[src/rtl/mem_arbiter_if.sv]
// rtl/mem_arbiter_if.sv - master-side and adapter-side signal bundle for mem_arbiter
//
// Purpose: groups the two master ports and the downstream adapter port.
// Modports:
//   slave  - arbiter view: consumes i_* signals, drives o_* signals
//   master - driver view (masters + adapter model): drives i_*, observes o_*
// Signals:
//   i_m0_*/i_m1_*  master address, write data, req, we, next
//   o_m0_*/o_m1_*  read data (broadcast) and owner-only ack
//   o_mem_*        address, write data, req, we, next towards the adapter
//   i_mem_*        read data and ack from the adapter
//   o_timeout      one-cycle pulse on watchdog release
//   o_owner        debug owner code: 00 idle, 01 m0, 10 m1
interface mem_arbiter_if #(
  parameter int ADDR_W = 24,
  parameter int DATA_W = 16
);
  logic [ADDR_W-1:0] i_m0_addr, i_m1_addr;
  logic [DATA_W-1:0] i_m0_data, i_m1_data;
  logic              i_m0_req, i_m1_req;
  logic              i_m0_we, i_m1_we;
  logic              i_m0_next, i_m1_next;
  logic [DATA_W-1:0] o_m0_data, o_m1_data;
  logic              o_m0_ack, o_m1_ack;
  logic [ADDR_W-1:0] o_mem_addr;
  logic [DATA_W-1:0] o_mem_data;
  logic              o_mem_req, o_mem_we, o_mem_next;
  logic [DATA_W-1:0] i_mem_data;
  logic              i_mem_ack;
  logic              o_timeout;
  logic [1:0]        o_owner;

  modport slave (
    input  i_m0_addr, i_m1_addr, i_m0_data, i_m1_data,
    input  i_m0_req, i_m1_req, i_m0_we, i_m1_we, i_m0_next, i_m1_next,
    input  i_mem_data, i_mem_ack,
    output o_m0_data, o_m1_data, o_m0_ack, o_m1_ack,
    output o_mem_addr, o_mem_data, o_mem_req, o_mem_we, o_mem_next,
    output o_timeout, o_owner
  );

  modport master (
    output i_m0_addr, i_m1_addr, i_m0_data, i_m1_data,
    output i_m0_req, i_m1_req, i_m0_we, i_m1_we, i_m0_next, i_m1_next,
    output i_mem_data, i_mem_ack,
    input  o_m0_data, o_m1_data, o_m0_ack, o_m1_ack,
    input  o_mem_addr, o_mem_data, o_mem_req, o_mem_we, o_mem_next,
    input  o_timeout, o_owner
  );
endinterface

[src/rtl/mem_arbiter.sv]
// rtl/mem_arbiter.sv - two-master round-robin arbiter for the memory adapter port
//
// Purpose: shares one downstream memory port between the instruction-fetch
// unit (m0) and the load/store unit (m1). Round-robin on ties, grant held
// across next-bursts, ack routed to the owner only, watchdog release on a
// transfer that never acks.
// Ports:
//   i_clk    clock
//   i_rst_n  asynchronous active-low reset
//   bus      mem_arbiter_if.slave (master ports, adapter port, debug)
module mem_arbiter #(
  parameter int ADDR_W  = 24,
  parameter int DATA_W  = 16,
  parameter int TIMEOUT = 255
) (
  input logic          i_clk,
  input logic          i_rst_n,
  mem_arbiter_if.slave bus
);

  // Watchdog fires in the TIMEOUT-th consecutive cycle without ack, i.e.
  // when the registered count already holds TIMEOUT-1.
  localparam logic [7:0] WD_LAST = 8'(TIMEOUT - 1);
  localparam bit         WD_EN   = (TIMEOUT != 0);

  // Encoding doubles as the o_owner debug code.
  typedef enum logic [1:0] {
    IDLE = 2'b00,
    OWN0 = 2'b01,
    OWN1 = 2'b10
  } state_t;

  state_t     state, state_nxt;
  logic       last, last_nxt;   // 0: m0 granted most recently, 1: m1
  logic [7:0] cnt, cnt_nxt;
  logic       wd_fire;

  logic              owned, sel1;
  logic              x_req, x_next, x_we, y_req;
  logic [ADDR_W-1:0] addr_sel;
  logic [DATA_W-1:0] wdata_sel;

  // Owner-relative view: x is the current owner, y the other master.
  assign owned     = (state != IDLE);
  assign sel1      = (state == OWN1);
  assign x_req     = sel1 ? bus.i_m1_req  : bus.i_m0_req;
  assign x_next    = sel1 ? bus.i_m1_next : bus.i_m0_next;
  assign x_we      = sel1 ? bus.i_m1_we   : bus.i_m0_we;
  assign y_req     = sel1 ? bus.i_m0_req  : bus.i_m1_req;
  assign addr_sel  = sel1 ? bus.i_m1_addr : bus.i_m0_addr;
  assign wdata_sel = sel1 ? bus.i_m1_data : bus.i_m0_data;

  always_ff @(posedge i_clk or negedge i_rst_n) begin
    if (!i_rst_n) begin
      state <= IDLE;
      last  <= 1'b1;
      cnt   <= 8'd0;
    end else begin
      state <= state_nxt;
      last  <= last_nxt;
      cnt   <= cnt_nxt;
    end
  end

  // Counter defaults to clear: it only survives a cycle spent owning
  // without ack, so entering OWNx, any ack and IDLE all restart it.
  always_comb begin
    state_nxt = state;
    last_nxt  = last;
    cnt_nxt   = 8'd0;
    wd_fire   = 1'b0;
    if (!owned) begin
      if (bus.i_m0_req && (!bus.i_m1_req || last)) begin
        state_nxt = OWN0;
        last_nxt  = 1'b0;
      end else if (bus.i_m1_req) begin
        state_nxt = OWN1;
        last_nxt  = 1'b1;
      end
    end else if (bus.i_mem_ack) begin
      if (!x_next) begin
        // End of transaction: a waiting master beats the owner's re-request.
        if (y_req) begin
          state_nxt = sel1 ? OWN0 : OWN1;
          last_nxt  = !sel1;
        end else if (!x_req) begin
          state_nxt = IDLE;
        end
      end
    end else if (!x_req) begin
      state_nxt = IDLE;
    end else if (WD_EN && (cnt == WD_LAST)) begin
      wd_fire   = 1'b1;
      state_nxt = IDLE;
      last_nxt  = sel1;
    end else begin
      cnt_nxt = cnt + 8'd1;
    end
  end

  // Downstream control is gated by ownership, so IDLE never passes a raw
  // request through; address/data simply follow m0 while idle.
  assign bus.o_mem_addr = addr_sel;
  assign bus.o_mem_data = wdata_sel;
  assign bus.o_mem_req  = owned & x_req;
  assign bus.o_mem_we   = owned & x_we;
  assign bus.o_mem_next = owned & x_next;

  assign bus.o_m0_ack  = (state == OWN0) & bus.i_mem_ack;
  assign bus.o_m1_ack  = sel1 & bus.i_mem_ack;
  assign bus.o_m0_data = bus.i_mem_data;
  assign bus.o_m1_data = bus.i_mem_data;
  assign bus.o_timeout = wd_fire;
  assign bus.o_owner   = state;

endmodule

[src/flat_wrapper.sv]
// flat-port wrapper written by rule: the top's interface ports become plain ports
module mem_arbiter_flat 
#(
  parameter int ADDR_W  = 24,
  parameter int DATA_W  = 16,
  parameter int TIMEOUT = 255
)
  (i_clk, i_rst_n, bus_i_m0_addr, bus_i_m1_addr, bus_i_m0_data, bus_i_m1_data, bus_i_m0_req, bus_i_m1_req, bus_i_m0_we, bus_i_m1_we, bus_i_m0_next, bus_i_m1_next, bus_i_mem_data, bus_i_mem_ack, bus_o_m0_data, bus_o_m1_data, bus_o_m0_ack, bus_o_m1_ack, bus_o_mem_addr, bus_o_mem_data, bus_o_mem_req, bus_o_mem_we, bus_o_mem_next, bus_o_timeout, bus_o_owner);
  mem_arbiter_if #(.ADDR_W(ADDR_W), .DATA_W(DATA_W)) bus_i ();
  input logic i_clk;
  input logic i_rst_n;
  input wire logic [$bits(bus_i.i_m0_addr)-1:0] bus_i_m0_addr;
  input wire logic [$bits(bus_i.i_m1_addr)-1:0] bus_i_m1_addr;
  input wire logic [$bits(bus_i.i_m0_data)-1:0] bus_i_m0_data;
  input wire logic [$bits(bus_i.i_m1_data)-1:0] bus_i_m1_data;
  input wire logic [$bits(bus_i.i_m0_req)-1:0] bus_i_m0_req;
  input wire logic [$bits(bus_i.i_m1_req)-1:0] bus_i_m1_req;
  input wire logic [$bits(bus_i.i_m0_we)-1:0] bus_i_m0_we;
  input wire logic [$bits(bus_i.i_m1_we)-1:0] bus_i_m1_we;
  input wire logic [$bits(bus_i.i_m0_next)-1:0] bus_i_m0_next;
  input wire logic [$bits(bus_i.i_m1_next)-1:0] bus_i_m1_next;
  input wire logic [$bits(bus_i.i_mem_data)-1:0] bus_i_mem_data;
  input wire logic [$bits(bus_i.i_mem_ack)-1:0] bus_i_mem_ack;
  output wire logic [$bits(bus_i.o_m0_data)-1:0] bus_o_m0_data;
  output wire logic [$bits(bus_i.o_m1_data)-1:0] bus_o_m1_data;
  output wire logic [$bits(bus_i.o_m0_ack)-1:0] bus_o_m0_ack;
  output wire logic [$bits(bus_i.o_m1_ack)-1:0] bus_o_m1_ack;
  output wire logic [$bits(bus_i.o_mem_addr)-1:0] bus_o_mem_addr;
  output wire logic [$bits(bus_i.o_mem_data)-1:0] bus_o_mem_data;
  output wire logic [$bits(bus_i.o_mem_req)-1:0] bus_o_mem_req;
  output wire logic [$bits(bus_i.o_mem_we)-1:0] bus_o_mem_we;
  output wire logic [$bits(bus_i.o_mem_next)-1:0] bus_o_mem_next;
  output wire logic [$bits(bus_i.o_timeout)-1:0] bus_o_timeout;
  output wire logic [$bits(bus_i.o_owner)-1:0] bus_o_owner;
  assign bus_i.i_m0_addr = bus_i_m0_addr;
  assign bus_i.i_m1_addr = bus_i_m1_addr;
  assign bus_i.i_m0_data = bus_i_m0_data;
  assign bus_i.i_m1_data = bus_i_m1_data;
  assign bus_i.i_m0_req = bus_i_m0_req;
  assign bus_i.i_m1_req = bus_i_m1_req;
  assign bus_i.i_m0_we = bus_i_m0_we;
  assign bus_i.i_m1_we = bus_i_m1_we;
  assign bus_i.i_m0_next = bus_i_m0_next;
  assign bus_i.i_m1_next = bus_i_m1_next;
  assign bus_i.i_mem_data = bus_i_mem_data;
  assign bus_i.i_mem_ack = bus_i_mem_ack;
  assign bus_o_m0_data = bus_i.o_m0_data;
  assign bus_o_m1_data = bus_i.o_m1_data;
  assign bus_o_m0_ack = bus_i.o_m0_ack;
  assign bus_o_m1_ack = bus_i.o_m1_ack;
  assign bus_o_mem_addr = bus_i.o_mem_addr;
  assign bus_o_mem_data = bus_i.o_mem_data;
  assign bus_o_mem_req = bus_i.o_mem_req;
  assign bus_o_mem_we = bus_i.o_mem_we;
  assign bus_o_mem_next = bus_i.o_mem_next;
  assign bus_o_timeout = bus_i.o_timeout;
  assign bus_o_owner = bus_i.o_owner;
  mem_arbiter #(.ADDR_W(ADDR_W), .DATA_W(DATA_W), .TIMEOUT(TIMEOUT)) u_core (.i_clk(i_clk), .i_rst_n(i_rst_n), .bus(bus_i));
endmodule
[config.mk]
export PLATFORM = sky130hd
export DESIGN_NAME = mem_arbiter_flat
export DESIGN_NICKNAME = d
export VERILOG_FILES = /design/src/rtl/mem_arbiter_if.sv /design/src/rtl/mem_arbiter.sv /design/src/flat_wrapper.sv
export SDC_FILE = /design/constraint.sdc
export NUM_CORES = 1
export LEC_CHECK = 0
export ABC_AREA = 0
export CAP_MARGIN = 5
export CORE_MARGIN = 2
export CORE_UTILIZATION = 28
export DETAILED_ROUTE_END_ITERATION = 16
export PLACE_DENSITY = 0.95
export SLEW_MARGIN = 20
export SYNTH_ARGS = -nofsm -noshare
export SYNTH_HDL_FRONTEND = slang
export SYNTH_SLANG_ARGS = --single-unit
[constraint.sdc]
create_clock -name i_clk -period 3.55 [get_ports i_clk]
set_input_delay 0.71 -clock i_clk [delete_from_list [all_inputs] [get_ports i_clk]]
set_output_delay 0.71 -clock i_clk [all_outputs]
set_load 0.02 [all_outputs]
==> impl_summary.log <==
INFO  metric outcome = finished, final reports clean
INFO  metric unrepaired_setup_endpoints_after_global_routing = false
INFO  metric synth.yosys.warnings = 0
INFO  metric totalWireLength = 5.31 mm
INFO  metric vias_per_cell = 4.46
INFO  metric fraction_of_synthesized_cell_area_taken_by_the_top_area_cell_type = 32.0%
INFO  metric endpoint_kind = output port
INFO  metric cts_tree = yes
INFO  metric cts-root-buf = clkbuf_8
INFO  metric hold_viol_final = 0
INFO  metric power_leakage = 1.03 nW
INFO  metric worst_clock_skew = 0.00418 ns
INFO  metric layout.core_utilization = 52.8%
INFO  metric grt_overflow = 0
INFO  metric synthDominantAreaCellType = mux2_2
INFO  metric slew_headroom = 60.5%
INFO  metric setup.worst_path.start_class = flop
INFO  metric multi_input_area = 855 um2
INFO  metric clkSlewWorstSetupHoldPaths = 0.05 ns
INFO  metric critical_path.cell_chain = nor2b_4, buf_4, mux2_2, clkdlybuf4s50_1
INFO  metric fin_tns_setup = 0 ns
INFO  metric cts.repair_timing.setup_buffer_count = 0
INFO  metric track_usage = 15.8%
INFO  metric place.gp.congestion = 0.795
INFO  metric cell_internal_pwr = 823 uW
INFO  metric ctsHoldBuffers = 0
INFO  metric placeableCoreArea = 5040 um2
INFO  metric layout.cells.non_filler = 326
INFO  metric layout.cells.most_common = clkdlybuf4s50_1
INFO  metric first_pass_iters = 4
INFO  metric yosys-top-cells-area = mux2_2 32%, dfrtp_1 17%, buf_4 17%
INFO  metric net-switching-power = 585 uW
INFO  metric syn2layout_area_growth = 84.4%
INFO  metric setup_viol = 0
INFO  metric initial_cell_density_of_the_core = 28.6%
INFO  metric tightest_slew = 0.593 ns
INFO  metric synth.ff_latch_count = 11
INFO  metric clock_sinks = 11
INFO  metric path_delay_family = buffers and inverters
INFO  metric power.share.switching = 41.6%
INFO  metric criticalPathCategory = flop to output port
INFO  metric hold_class = flop to flop
INFO  metric die-area = 5750 um2
INFO  metric gate_power_share = 76.9%
INFO  metric synth_nets = 261
INFO  metric avgSynthCellArea = 9.38 um2
INFO  metric finalNetCount = 364
INFO  metric synthArstFlopShare = 100%
INFO  metric grt_max_degree = 26
INFO  metric die-width = 75.8 um
INFO  metric first_iter_violations = 21
INFO  metric drt_drc_violations_left = 0
INFO  metric crit_buf_inv = 2
INFO  metric irDropWorstVdd = 271 uV
INFO  metric clock_insertion_delay_worst_skew = 0.24 ns
INFO  metric fraction_of_final_layout_cells_with_drive_strength_greater_than_1 = 20.3%
INFO  metric synth_ff_type = dfrtp_1
INFO  metric worst-path-max-fanout = 25
INFO  metric crit_required = 2.84 ns
INFO  metric timing.fmax = 333 MHz
INFO  metric clock_path_buffers = 2
INFO  metric antenna_found_initial = 0
INFO  metric n_diodes = 0
INFO  metric drv_cap = 0
INFO  metric wl_per_cell = 16.3 um
INFO  metric slowest_stage = dfrtp_1
INFO  metric power.share.clock = 9.1%
INFO  metric synth_edf_count = 0
INFO  metric numPortBuffers = 136
INFO  metric power.share.sequential = 14.0%
INFO  metric critical_path_arrival = 2.29 ns
INFO  metric dp.cells = 322
INFO  metric crit_path_max_incr_delay = 0.59 ns
INFO  metric rows = 26
INFO  metric synth.cell_area = 1440 um2
INFO  metric dp_hpwl = 4.48 mm
INFO  metric final_cell_mix = 136 x clkdlybuf4s50_1, 41 x mux2_2, 10 x nor2_1, 10 x dfrtp_1, 6 x nand3_1
INFO  metric postCtsResizedCells = 0
INFO  metric htreeDepth = 1
INFO  metric wire_length_of_the_first_global_routing_pass = 6.76 mm
INFO  metric slew_viol_final = 0
INFO  metric sequential_cell_area = 277 um2
INFO  metric synth_seq_area_share = 19.2%
INFO  metric finalCriticalPeriod = 3.00 ns
INFO  metric n_fill_cell = 449
INFO  metric num_io_pins = 185
INFO  metric netlist-cell-type-count = 32
INFO  metric first_global_vias = 1418
INFO  metric cts_buffers = 3
INFO  metric post_synth_inst_count = 154
INFO  metric power.density = 529 nW/um2
INFO  metric die_height = 75.8 um
INFO  metric number_of_antenna_violating_nets_in_the_routed_design = 0
INFO  metric route.vias.total = 1454
INFO  metric fin_crit_share = 84.6%
[area by class of cell]
type	count	area share [%]
Timing Repair Buffer	139	52.0
Inverter	4	0.564
Multi-Input combinational cell	98	32.1
Sequential cell	11	10.4
Tap cell	70	3.29
Clock buffer	4	1.69
[synth_stat cells, types with 3 or more instances]
library cell	instances
mux2_2	41
buf_4	32
dfrtp_1	10
nor2_1	10
buf_2	7
nand3_1	6
nand2_1	5
inv_1	4
a21oi_1	3
a31oi_1	3
and3_1	3
mux2i_1	3
xnor2_1	3
xor2_1	3
[metrics by stage]
step / cell area [um2] / worst slack (ns) / hold slack [ns] / power, mW
3_3_place_gp: 2620 / 0.621 / 0.501 / 1.28
5_1_grt: 2660 / 0.407 / 0.549 / 1.50
2_1_floorplan: 1440 / 1.38 / 0.414 / 0.886
6_report: 2660 / 0.548 / 0.521 / 1.41
4_1_cts: 2660 / 0.516 / 0.523 / 1.43
3_5_place_dp: 2620 / 0.588 / 0.519 / 1.29
[state kept, by name, indices dropped and copies added (netlist names)]
register / count
u_core.last: 1
u_core.cnt: 8
u_core.bus.o_owner: 2
[kinds of logic (layout without fill, tap and decap cells)]
family / count (synthesis) / count (layout) / synth area share (%)
xor gates and xnor gates: 6 / 6 / 3.64
muxes: 44 / 44 / 34.1
buffers and inverters: 45 / 147 / 21.7
and+or+nand+nor: 32 / 32 / 11.8
DFF: 11 / 11 / 19.2
adders and majority gates: 2 / 2 / 1.73
AOI/OAI and AO/OA: 14 / 14 / 7.97
[power by group through the flow]
stage                     combinational (mW)  clock (mW)  sequential [mW]
after floorplan                        0.712           0            0.174
after global placement                  1.08           0            0.198
after detailed placement                1.09           0            0.201
after CTS                               1.10       0.131            0.198
after global routing                    1.15       0.140            0.204
final                                   1.08       0.128            0.198
[worst paths after layout]
check	from	to	slack, ns	cells past startpoint
max	u_core.bus.o_owner[0]	bus_o_mem_data[9]	0.55	4
min	u_core.cnt[0]	u_core.cnt[0]	0.52	1
max reg2reg	u_core.bus.o_owner[0]	u_core.cnt[7]	1.65	6
min reg2reg	u_core.cnt[0]	u_core.cnt[0]	0.52	1
max in group asynchronous	i_rst_n	u_core.last	2.38	1
min in group asynchronous	i_rst_n	u_core.cnt[5]	0.81	1
[metal layers]
| layer | global-route usage [%] | routed length [um] |
|---|---|---|
| met1 | 17.5 | 1920 |
| met2 | 27.0 | 2650 |
| met3 | 7.94 | 739 |
| met4 | 3.70 | 0 |
| met5 | 0 | 0 |
(Power assumes the default switching activity.)
